[src/rtl/sc_io_bus_if.sv]
// CPU-side I/O window bus for sc_io_bus: address, write strobe/data and
// combinational read data.
interface sc_io_bus_if;
  logic [7:0]  io_addr;
  logic        io_we;
  logic [31:0] io_wdata;
  logic [31:0] io_rdata;

  modport master (output io_addr, io_we, io_wdata, input io_rdata);
  modport slave  (input io_addr, io_we, io_wdata, output io_rdata);
endinterface

[src/rtl/sc_io_bus.sv]
// Memory-mapped I/O: debounced switch inputs, 32-bit output registers, and a
// per-port sequential double-dabble converter feeding active-low 7-seg digits.
//
// Converter FSM (one per output port)
//   state | meaning
//   IDLE  | digits hold last result, busy low
//   SHIFT | one add-3/shift step per edge until CONV_W bits consumed
//   LOAD  | latch BCD into segment registers (or dashes on overflow)
module sc_io_bus #(
  parameter int N_IN   = 2,
  parameter int IN_W   = 5,
  parameter int N_OUT  = 3,
  parameter int DIGITS = 2,
  parameter int CONV_W = 7,
  parameter int DBNC   = 4
) (
  input  logic                       clk,
  input  logic                       reset,
  sc_io_bus_if.slave                 bus,
  input  logic [N_IN*IN_W-1:0]       sw,
  output logic [N_OUT*32-1:0]        out_port,
  output logic [N_OUT*DIGITS*7-1:0]  hex,
  output logic [N_OUT-1:0]           busy
);

  localparam int NIB    = (CONV_W + 2) / 3;
  localparam int BCD_W  = 4 * NIB;
  localparam int PAD_W  = 4 * ((NIB > DIGITS) ? NIB : DIGITS);
  localparam int STEP_W = $clog2(CONV_W + 1);
  localparam int CNT_W  = (DBNC > 1) ? $clog2(DBNC) : 1;
  localparam logic [6:0] SEG_ZERO = 7'b1000000;
  localparam logic [6:0] SEG_DASH = 7'b0111111;

  typedef enum logic [1:0] {IDLE, SHIFT, LOAD} conv_state_e;

  function automatic logic [6:0] seg7(input logic [3:0] n);
    case (n)
      4'd0: seg7 = 7'b1000000;
      4'd1: seg7 = 7'b1111001;
      4'd2: seg7 = 7'b0100100;
      4'd3: seg7 = 7'b0110000;
      4'd4: seg7 = 7'b0011001;
      4'd5: seg7 = 7'b0010010;
      4'd6: seg7 = 7'b0000010;
      4'd7: seg7 = 7'b1111000;
      4'd8: seg7 = 7'b0000000;
      4'd9: seg7 = 7'b0010000;
      default: seg7 = SEG_DASH;
    endcase
  endfunction

  logic [5:0]            word;
  logic [N_IN*IN_W-1:0]  stable_all;
  logic                  unused_lane;

  assign word        = bus.io_addr[7:2];
  assign unused_lane = ^bus.io_addr[1:0];  // byte-lane bits are don't-care

  // s2 doubles as the previous sample of s1, so a held change is accepted
  // DBNC+1 edges after it first lands in s1.
  for (genvar k = 0; k < N_IN; k++) begin : g_in
    logic [IN_W-1:0]  s1, s2, stable;
    logic [CNT_W-1:0] cnt;

    always_ff @(posedge clk) begin
      if (reset) begin
        s1     <= '0;
        s2     <= '0;
        stable <= '0;
        cnt    <= '0;
      end else begin
        s1 <= sw[k*IN_W +: IN_W];
        s2 <= s1;
        if (s1 != s2) begin
          cnt <= '0;
        end else if (s1 != stable) begin
          if (cnt == CNT_W'(DBNC - 1)) begin
            stable <= s1;
            cnt    <= '0;
          end else begin
            cnt <= cnt + 1'b1;
          end
        end else begin
          cnt <= '0;
        end
      end
    end

    assign stable_all[k*IN_W +: IN_W] = stable;
  end

  for (genvar k = 0; k < N_OUT; k++) begin : g_out
    logic                  wr;
    conv_state_e           state, state_n;
    logic [CONV_W-1:0]     shift, shift_n;
    logic [BCD_W-1:0]      bcd, bcd_n, adj;
    logic [PAD_W-1:0]      bcd_x;
    logic [STEP_W-1:0]     step, step_n;
    logic [DIGITS*7-1:0]   seg, seg_n;
    logic                  ovf;

    assign wr    = bus.io_we && (word == 6'(16 + k));
    assign bcd_x = PAD_W'(bcd);

    always_ff @(posedge clk) begin
      if (reset) begin
        out_port[k*32 +: 32] <= '0;
      end else if (wr) begin
        out_port[k*32 +: 32] <= bus.io_wdata;
      end
    end

    always_ff @(posedge clk) begin
      if (reset) begin
        state <= IDLE;
        shift <= '0;
        bcd   <= '0;
        step  <= '0;
        seg   <= {DIGITS{SEG_ZERO}};
      end else begin
        state <= state_n;
        shift <= shift_n;
        bcd   <= bcd_n;
        step  <= step_n;
        seg   <= seg_n;
      end
    end

    always_comb begin
      state_n = state;
      shift_n = shift;
      bcd_n   = bcd;
      step_n  = step;
      seg_n   = seg;
      adj     = bcd;
      ovf     = 1'b0;
      for (int n = 0; n < NIB; n++) begin
        if (bcd[4*n +: 4] >= 4'd5) adj[4*n +: 4] = bcd[4*n +: 4] + 4'd3;
      end
      for (int n = DIGITS; n < NIB; n++) begin
        if (bcd_x[4*n +: 4] != 4'd0) ovf = 1'b1;
      end
      case (state)
        SHIFT: begin
          {bcd_n, shift_n} = {adj, shift} << 1;
          step_n = step + 1'b1;
          if (step_n == STEP_W'(CONV_W)) state_n = LOAD;
        end
        LOAD: begin
          for (int d = 0; d < DIGITS; d++) begin
            seg_n[d*7 +: 7] = ovf ? SEG_DASH : seg7(bcd_x[4*d +: 4]);
          end
          state_n = IDLE;
        end
        default: ;
      endcase
      // A write restarts the conversion and suppresses any pending load.
      if (wr) begin
        state_n = SHIFT;
        shift_n = bus.io_wdata[CONV_W-1:0];
        bcd_n   = '0;
        step_n  = '0;
        seg_n   = seg;
      end
    end

    assign hex[k*DIGITS*7 +: DIGITS*7] = seg;
    assign busy[k] = (state != IDLE);
  end

  always_comb begin
    bus.io_rdata = '0;
    for (int i = 0; i < N_IN; i++) begin
      if (word == 6'(i)) bus.io_rdata = 32'(stable_all[i*IN_W +: IN_W]);
    end
    for (int i = 0; i < N_OUT; i++) begin
      if (word == 6'(16 + i)) bus.io_rdata = out_port[i*32 +: 32];
    end
    if (word == 6'd31) bus.io_rdata = 32'(busy);
  end

endmodule

[src/flat_wrapper.sv]
// flat-port wrapper written by rule: the top's interface ports become plain ports
module sc_io_bus_flat 
#(
  parameter int N_IN   = 2,
  parameter int IN_W   = 5,
  parameter int N_OUT  = 3,
  parameter int DIGITS = 2,
  parameter int CONV_W = 7,
  parameter int DBNC   = 4
)
  (clk, reset, sw, out_port, hex, busy, bus_io_addr, bus_io_we, bus_io_wdata, bus_io_rdata);
  sc_io_bus_if bus_i ();
  input  logic clk;
  input  logic reset;
  input  logic [N_IN*IN_W-1:0] sw;
  output logic [N_OUT*32-1:0] out_port;
  output logic [N_OUT*DIGITS*7-1:0] hex;
  output logic [N_OUT-1:0] busy;
  input wire logic [$bits(bus_i.io_addr)-1:0] bus_io_addr;
  input wire logic [$bits(bus_i.io_we)-1:0] bus_io_we;
  input wire logic [$bits(bus_i.io_wdata)-1:0] bus_io_wdata;
  output wire logic [$bits(bus_i.io_rdata)-1:0] bus_io_rdata;
  assign bus_i.io_addr = bus_io_addr;
  assign bus_i.io_we = bus_io_we;
  assign bus_i.io_wdata = bus_io_wdata;
  assign bus_io_rdata = bus_i.io_rdata;
  sc_io_bus #(.N_IN(N_IN), .IN_W(IN_W), .N_OUT(N_OUT), .DIGITS(DIGITS), .CONV_W(CONV_W), .DBNC(DBNC)) u_core (.clk(clk), .reset(reset), .bus(bus_i), .sw(sw), .out_port(out_port), .hex(hex), .busy(busy));
endmodule
[config.mk]
export PLATFORM = sky130hd
export DESIGN_NAME = sc_io_bus_flat
export DESIGN_NICKNAME = d
export VERILOG_FILES = /design/src/rtl/sc_io_bus_if.sv /design/src/rtl/sc_io_bus.sv /design/src/flat_wrapper.sv
export SDC_FILE = /design/constraint.sdc
export NUM_CORES = 1
export LEC_CHECK = 0
export ABC_AREA = 1
export CORE_ASPECT_RATIO = 0.5
export CORE_MARGIN = 10
export CORE_UTILIZATION = 30
export CTS_CLUSTER_SIZE = 10
export DETAILED_ROUTE_END_ITERATION = 16
export MAX_ROUTING_LAYER = met4
export PLACE_DENSITY = 0.56
export SETUP_SLACK_MARGIN = 0.15
export SYNTH_ARGS = -nofsm -noshare
export SYNTH_HDL_FRONTEND = slang
export SYNTH_SLANG_ARGS = --single-unit
[constraint.sdc]
create_clock -name clk -period 6.4 [get_ports clk]
set_input_delay 1.28 -clock clk [delete_from_list [all_inputs] [get_ports clk]]
set_output_delay 1.28 -clock clk [all_outputs]
set_load 0.05 [all_outputs]
Word level (Yosys, flattened, before mapping):

Memory sizes are Yosys's and may differ from the RTL's. A register that Yosys moved wholly into a read port is not among the register bits.
Index checks and enable logic that the tools add are counted.
Widths: inputs -> output; s select.

* add/sub/neg operators: 14
* $lt $le $gt $ge: 9
* eq/ne operators: 26
* muxes and demuxes: 51
* bitwise gates (word level): 7
* reductions and logical operators: 35

Operators with widths (count)
* $mux 32: 4
* $mux 7: 12
* $mux 4: 18
* $ge 4x3->1 const B: 9
* $add 4x2->4 const B: 6
* $eq 6x5->1 const B: 4
* $ne 5x5->1: 4
* $reduce_and 2->1: 9
* $reduce_bool 2->1: 9
* $pmux 2 s2: 3
* $reduce_bool 4->1: 3
* $eq 2x2->1 const B: 5
* $mux 5: 2
* $add 3x1->3 const B: 3
* $add 3x2->3 const B: 3
* $eq 3x3->1 const B: 3
* $mux 3: 3
* $ne 3x1->1 const B: 3
* $reduce_bool 3->1: 3
* $reduce_or 4->1: 2
* $not 1->1: 7
* $eq 2x1->1 const B: 3
* $eq 6x1->1 const B: 1
* $logic_not 6->1: 1
* 7 further kinds: 22

* register bits: 244
* bits in read-only memories: 672
* bits of input ports: 53
* output and inout bits: 173
* word-level logic and storage cells: 177
* memories: 6

Memories
* (no name shown): depth 16, width 7, read ports 1, clocked after Yosys merged registers in 1, write ports 0, line sc_io_bus.sv:37 `case (n)`
* (no name shown): depth 16, width 7, read ports 1, clocked after Yosys merged registers in 1, write ports 0, line sc_io_bus.sv:37
* (no name shown): depth 16, width 7, read ports 1, clocked after Yosys merged registers in 1, write ports 0, line sc_io_bus.sv:37
* (no name shown): depth 16, width 7, read ports 1, clocked after Yosys merged registers in 1, write ports 0, line sc_io_bus.sv:37
* (no name shown): depth 16, width 7, read ports 1, clocked after Yosys merged registers in 1, write ports 0, line sc_io_bus.sv:37
* (no name shown): depth 16, width 7, read ports 1, clocked after Yosys merged registers in 1, write ports 0, line sc_io_bus.sv:37

Depth between registers and ports, before layout:

* depth after elaboration: 7
* gate-level depth with buffers: 17
* mapped depth without buffers: 17

Least setup slack after synthesis:

Ideal clock, no wire load.

* path kind: in2out
* start: input port bus_io_addr[4]
* end: output port bus_io_rdata[4]
* arrival: 2.816 ns
* required time: 5.120 ns
* setup slack: 2.304 ns
* stages: 8
* path buffers: 1
* cells stage by stage: nor2_4 > inv_2 > nor2_4 > nand2_1 > inv_1 > buf_2 > a21oi_1 > a21oi_1

* word-level cells in the longest chain between the ends: 7
* elaborated cells between the ends (all ways): 12
* those cells by class: eq/ne: 5; mux: 6; reduce/logical: 1

Ends and longest elaborated chain
* start, declared: line flat_wrapper.sv:19 `input wire logic [$bits(bus_i.io_addr)-1:0] bus_io_addr;`
* $logic_not 6->1: line sc_io_bus.sv:174 `if (word == 6'(i)) bus.io_rdata = 32'(stable_all[i*IN_W +: IN_W]);`
* $mux 5 (2 in series): line sc_io_bus.sv:174
* $mux 32 (3 in series): line sc_io_bus.sv:177 `if (word == 6'(16 + i)) bus.io_rdata = out_port[i*32 +: 32];`
* $mux 32 (*): line sc_io_bus.sv:179 `if (word == 6'd31) bus.io_rdata = 32'(busy);`
* end, declared: line flat_wrapper.sv:22 `output wire logic [$bits(bus_i.io_rdata)-1:0] bus_io_rdata;`

Mark *: on every way between the ends. The rest lies on a longest branch, timed or not.

Worst setup path in the final report:

* start: input port bus_io_addr[3]
* end: output port bus_io_rdata[4]

The elaborated chain is that of the path after synthesis.

==> metrics.log <==
INFO  metric synth-seq-cells = 286
INFO  metric slew_headroom = 0.227
INFO  metric cp-endpoint = bus_io_rdata[4]
INFO  metric gp_routability_congestion = 0.848
INFO  metric cts.reportedPaths.clkPinSlew = 0.05 ns
INFO  metric pwr-share-seq = 0.468
INFO  metric asyncSetResetFlopFracSynth = 0
INFO  metric critical_path_cell_by_cell = clkdlybuf4s50_1, nor2_2, nand3_4, clkinv_1, a21oi_1, a21oi_1, clkdlybuf4s50_1
INFO  metric post_place_cell_area = 15,600 µm²
INFO  metric overall_via_count_from_detail_route = 11,500
INFO  metric rr_worst_depth = 12
INFO  metric static-leakage-power = 7.07 nW
INFO  metric setup-tns-final = 0 ns
INFO  metric multi_input_area = 6110 µm²
INFO  metric postSynth.topFlopCell = sky130_fd_sc_hd__dfxtp_1
INFO  metric worst_path_largest_cell_delay = 0.92 ns
INFO  metric synth-edff-count = 0
INFO  metric io_buffer_count = 223
INFO  metric drt.antenna.violating_nets = 0
INFO  metric report.final.hold_viol_count = 0
INFO  metric syn-cell-area = 12,900 µm²
INFO  metric syn-mean-instance-area = 7.30 µm²
INFO  metric fraction_of_layout_instances_using_a_drive_strength_above_1 = 0.0549
INFO  metric postCtsResizedCells = 0
INFO  metric post_cts_hold_buffer_count = 0
INFO  metric power.clock.fraction = 0.439
INFO  metric yosys_warnings = 0
INFO  metric r2r_setup_slack = 3.66 ns
INFO  metric finalMaxSlewViolations = 0
INFO  metric routed_wl = 38,900 µm
INFO  metric area_delta_synth_final = 28.2%
INFO  metric place_worst_setup_slack = 0.778 ns
INFO  metric crit_path_end_kind = output port
INFO  metric critical_path.reg2reg.startpoint = u_core.g_out[2].state[1]$_SDFFE_PP0P_
INFO  metric holdWs = 0.418 ns
INFO  metric max-vdd-ir-drop = 0.000136 V
INFO  metric finalWorstPathRequiredPeriod = 5.61 ns
INFO  metric setup_repair_bufs_after_cts = 0
INFO  metric initialDrtViolationCount = 676
INFO  metric final.fill_count = 4,394
INFO  metric grt_use_total = 0.148
INFO  metric grt.overflow.total = 0
INFO  metric syn-instance-count = 1,767
INFO  metric htreeDepth = 2
INFO  metric root_buffer = sky130_fd_sc_hd__clkbuf_16
INFO  metric initial_antenna_violation_count = 4
INFO  metric setup_slack = 0.792 ns
INFO  metric netlist-cell-type-count = 41
INFO  metric io_pins = 226
INFO  metric power.share.switching = 0.247
INFO  metric cp.required = 5.12 ns
INFO  metric max-clock-path-buffers = 3
INFO  metric pin_count_of_the_biggest_net_entering_global_routing = 66
INFO  metric switching_power = 976 µW
INFO  metric largest_fanout_of_any_net_on_the_critical_path = 27
INFO  metric timing.critical_path.from = bus_io_addr[3]
INFO  metric cell_internal_pwr = 2.97 mW
INFO  metric grt_pass1_wl = 61,400 µm
INFO  metric design.die.area = 52,200 µm²
INFO  metric die_height = 167 µm
INFO  metric floorplan.core_area = 42,200 µm²
INFO  metric status = complete, no violations
INFO  metric final_min_period_over_clock_period = 0.876
INFO  metric p_per_area = 238 nW/µm²
INFO  metric detailed_place_hpwl = 28,100 µm
INFO  metric detail_route.vias_per_cell = 4.50
INFO  metric arrival = 4.33 ns
INFO  metric synth_fp_nets = 1,888
INFO  metric postLayoutCellArea = 16,500 µm²
INFO  metric min_path_type = flip-flop to flip-flop
INFO  metric seq_area = 5730 µm²
INFO  metric firstDrtPassIters = 5
INFO  metric floorplan.initialDensity = 0.305
INFO  metric die_width = 313 µm
INFO  metric timing.setup.critical_path_class = input pin to output port
INFO  metric fmax = 178 MHz
INFO  metric timing.max_cap.violations = 0
INFO  metric comb_power_share = 0.093
INFO  metric synth-seq-area-share = 0.444
INFO  metric cts.sinks = 286
INFO  metric drc_errors = 0
INFO  metric cts_tree = built
INFO  metric worst-slew-pin-transition = 1.15 ns
INFO  metric grt_pass1_vias = 11,100
INFO  metric route.detailed.wl_per_inst = 15.3 µm
INFO  metric skew_final = 0.00785 ns
INFO  metric power = 3.94 mW
INFO  metric crit_path_top_delay_cell = sky130_fd_sc_hd__clkinv_1
INFO  metric rows = 53
INFO  metric startpoint_type = input pin
INFO  metric cts-buffers-inserted = 34
INFO  metric timing.final.setup_violations = 0
INFO  metric finish.net_count = 2,084
INFO  metric clk_latency = 0.51 ns
INFO  metric grt_setup_unrepaired = false
cells by family (layout without fill, tap and decap cells):
logic type,Yosys count,count (layout),synth area share
other cells,0,4,0
compound gates,263,263,0.108
mux,1,1,0.000776
simple gates,858,858,0.280
buf+inv,264,464,0.0826
fa+ha+maj,68,68,0.0659
flops,286,286,0.444
xor+xnor,27,27,0.0183
worst min-delay path by stage:
| stage | from | end | slack [ns] | cells past startpoint |
|---|---|---|---|---|
| final | flip-flop | u_core.g_out[1].seg[6]$_SDFFE_PP1P_ | 0.42 | 2 |
| after global routing | u_core.g_in[0].cnt[0]$_SDFF_PP0_ | u_core.g_in[0].cnt[0]$_SDFF_PP0_ | 0.44 | 1 |
| after CTS | flip-flop | u_core.g_out[1].seg[6]$_SDFFE_PP1P_ | 0.42 | 2 |
| after detailed placement | flip-flop | u_core.g_out[1].seg[6]$_SDFFE_PP1P_ | 0.41 | 2 |
| after global placement | flip-flop | u_core.g_out[2].seg[6]$_SDFFE_PP1P_ | 0.40 | 2 |
| after floorplan | flip-flop | u_core.g_out[1].seg[13]$_SDFFE_PP1P_ | 0.40 | 2 |
final cells by class:
class	instances	share of cell area
repair buffers	234	0.140
multi-input cells	1217	0.369
clock buffers	40	0.0573
inverters	190	0.0433
well taps	577	0.0436
flip-flops and latches	286	0.346
diodes	4	0.000605
power groups by stage:
stage / Sequential (mW) / Combinational [mW] / Clock (mW)
4_1_cts: 1.84 / 0.373 / 1.79
5_1_grt: 1.85 / 0.397 / 1.86
2_1_floorplan: 1.97 / 0.139 / 0
3_3_place_gp: 1.88 / 0.371 / 0
3_5_place_dp: 1.88 / 0.372 / 0
6_report: 1.84 / 0.368 / 1.73
metal layers:
layer | GRT usage | share of wire | up-vias
met3 | 0.0217 | 0.030 | 54
met4 | 0.0441 | 0.022 | 0
met1 | 0.168 | 0.44 | 5287
met2 | 0.268 | 0.51 | 143
li1 | - | - | 5976
met5 | - | 0 | -
cells in the mapped netlist (2+ instances only):
library cell | instances | area share
sky130_fd_sc_hd__nand3_1 | 122 | 0.047
sky130_fd_sc_hd__clkbuf_1 | 29 | 0.0084
sky130_fd_sc_hd__or2_2 | 9 | 0.0044
sky130_fd_sc_hd__nand2_1 | 418 | 0.12
sky130_fd_sc_hd__nor2_2 | 5 | 0.0024
sky130_fd_sc_hd__nand3b_1 | 11 | 0.0064
sky130_fd_sc_hd__o31ai_1 | 2 | 0.0012
sky130_fd_sc_hd__o21ai_0 | 135 | 0.052
sky130_fd_sc_hd__nor2_4 | 3 | 0.0026
sky130_fd_sc_hd__o211ai_1 | 12 | 0.0070
sky130_fd_sc_hd__dfxtp_1 | 286 | 0.44
sky130_fd_sc_hd__buf_4 | 2 | 0.0012
sky130_fd_sc_hd__nand3_4 | 2 | 0.0027
sky130_fd_sc_hd__nor2_1 | 267 | 0.078
sky130_fd_sc_hd__o22ai_1 | 9 | 0.0044
sky130_fd_sc_hd__nor2_8 | 2 | 0.0031
sky130_fd_sc_hd__o21ai_1 | 18 | 0.0070
sky130_fd_sc_hd__o221ai_1 | 2 | 0.0014
sky130_fd_sc_hd__inv_2 | 17 | 0.0049
sky130_fd_sc_hd__xor2_1 | 14 | 0.0095
sky130_fd_sc_hd__ha_1 | 68 | 0.066
sky130_fd_sc_hd__a31oi_1 | 5 | 0.0024
sky130_fd_sc_hd__inv_1 | 170 | 0.049
sky130_fd_sc_hd__nand2_4 | 2 | 0.0017
sky130_fd_sc_hd__nand2_2 | 10 | 0.0048
sky130_fd_sc_hd__xnor2_1 | 13 | 0.0088
sky130_fd_sc_hd__clkinv_1 | 2 | 0.00058
sky130_fd_sc_hd__buf_2 | 33 | 0.013
sky130_fd_sc_hd__nand3_2 | 4 | 0.0031
sky130_fd_sc_hd__buf_1 | 6 | 0.0017
sky130_fd_sc_hd__buf_6 | 3 | 0.0026
sky130_fd_sc_hd__o2111ai_1 | 3 | 0.0020
sky130_fd_sc_hd__o2bb2ai_1 | 2 | 0.0014
sky130_fd_sc_hd__a21oi_1 | 74 | 0.029
critical path, delay by kind of cell:
| family | cells | cell delay, ns |
|---|---|---|
| AO/OA/AOI/OAI | 2 | 0.56 |
| buffers and inverters | 3 | 2.23 |
| AND/OR/NAND/NOR | 2 | 0.24 |
placed cells by master (no fill, tap or decap), types with 2 or more instances in the layout:
cell type,synthesis,final
sky130_fd_sc_hd__o22ai_1,9,9
sky130_fd_sc_hd__a21oi_1,74,74
sky130_fd_sc_hd__xor2_1,14,14
sky130_fd_sc_hd__o21ai_1,18,18
sky130_fd_sc_hd__nand3_1,122,122
sky130_fd_sc_hd__o21ai_0,135,135
sky130_fd_sc_hd__o31ai_1,2,2
sky130_fd_sc_hd__a31oi_1,5,5
sky130_fd_sc_hd__clkinv_1,2,2
sky130_fd_sc_hd__inv_1,170,170
sky130_fd_sc_hd__clkbuf_1,29,2
sky130_fd_sc_hd__o211ai_1,12,12
sky130_fd_sc_hd__nand2_1,418,418
sky130_fd_sc_hd__nand3_2,4,4
sky130_fd_sc_hd__nor2_1,267,267
sky130_fd_sc_hd__nand3_4,2,2
sky130_fd_sc_hd__diode_2,0,4
sky130_fd_sc_hd__or2_2,9,9
sky130_fd_sc_hd__xnor2_1,13,13
sky130_fd_sc_hd__nand2_2,10,10
sky130_fd_sc_hd__buf_4,2,11
sky130_fd_sc_hd__nand3b_1,11,11
sky130_fd_sc_hd__inv_2,17,16
sky130_fd_sc_hd__o221ai_1,2,2
sky130_fd_sc_hd__nor2_8,2,2
sky130_fd_sc_hd__o2bb2ai_1,2,2
sky130_fd_sc_hd__clkdlybuf4s50_1,0,222
sky130_fd_sc_hd__ha_1,68,68
sky130_fd_sc_hd__nor2_4,3,3
sky130_fd_sc_hd__nand2_4,2,2
sky130_fd_sc_hd__dfxtp_1,286,286
sky130_fd_sc_hd__clkbuf_16,0,37
sky130_fd_sc_hd__nor2_2,5,5
sky130_fd_sc_hd__o2111ai_1,3,3
metrics by stage:
step | std cells | utilization
finish | 2548 | 0.392
global route | 2548 | 0.392
CTS | 2544 | 0.391
detailed placement | 2504 | 0.369
global placement | 2504 | 0.369
floorplan | 1767 | -
Power figures use the tool's default switching activity.
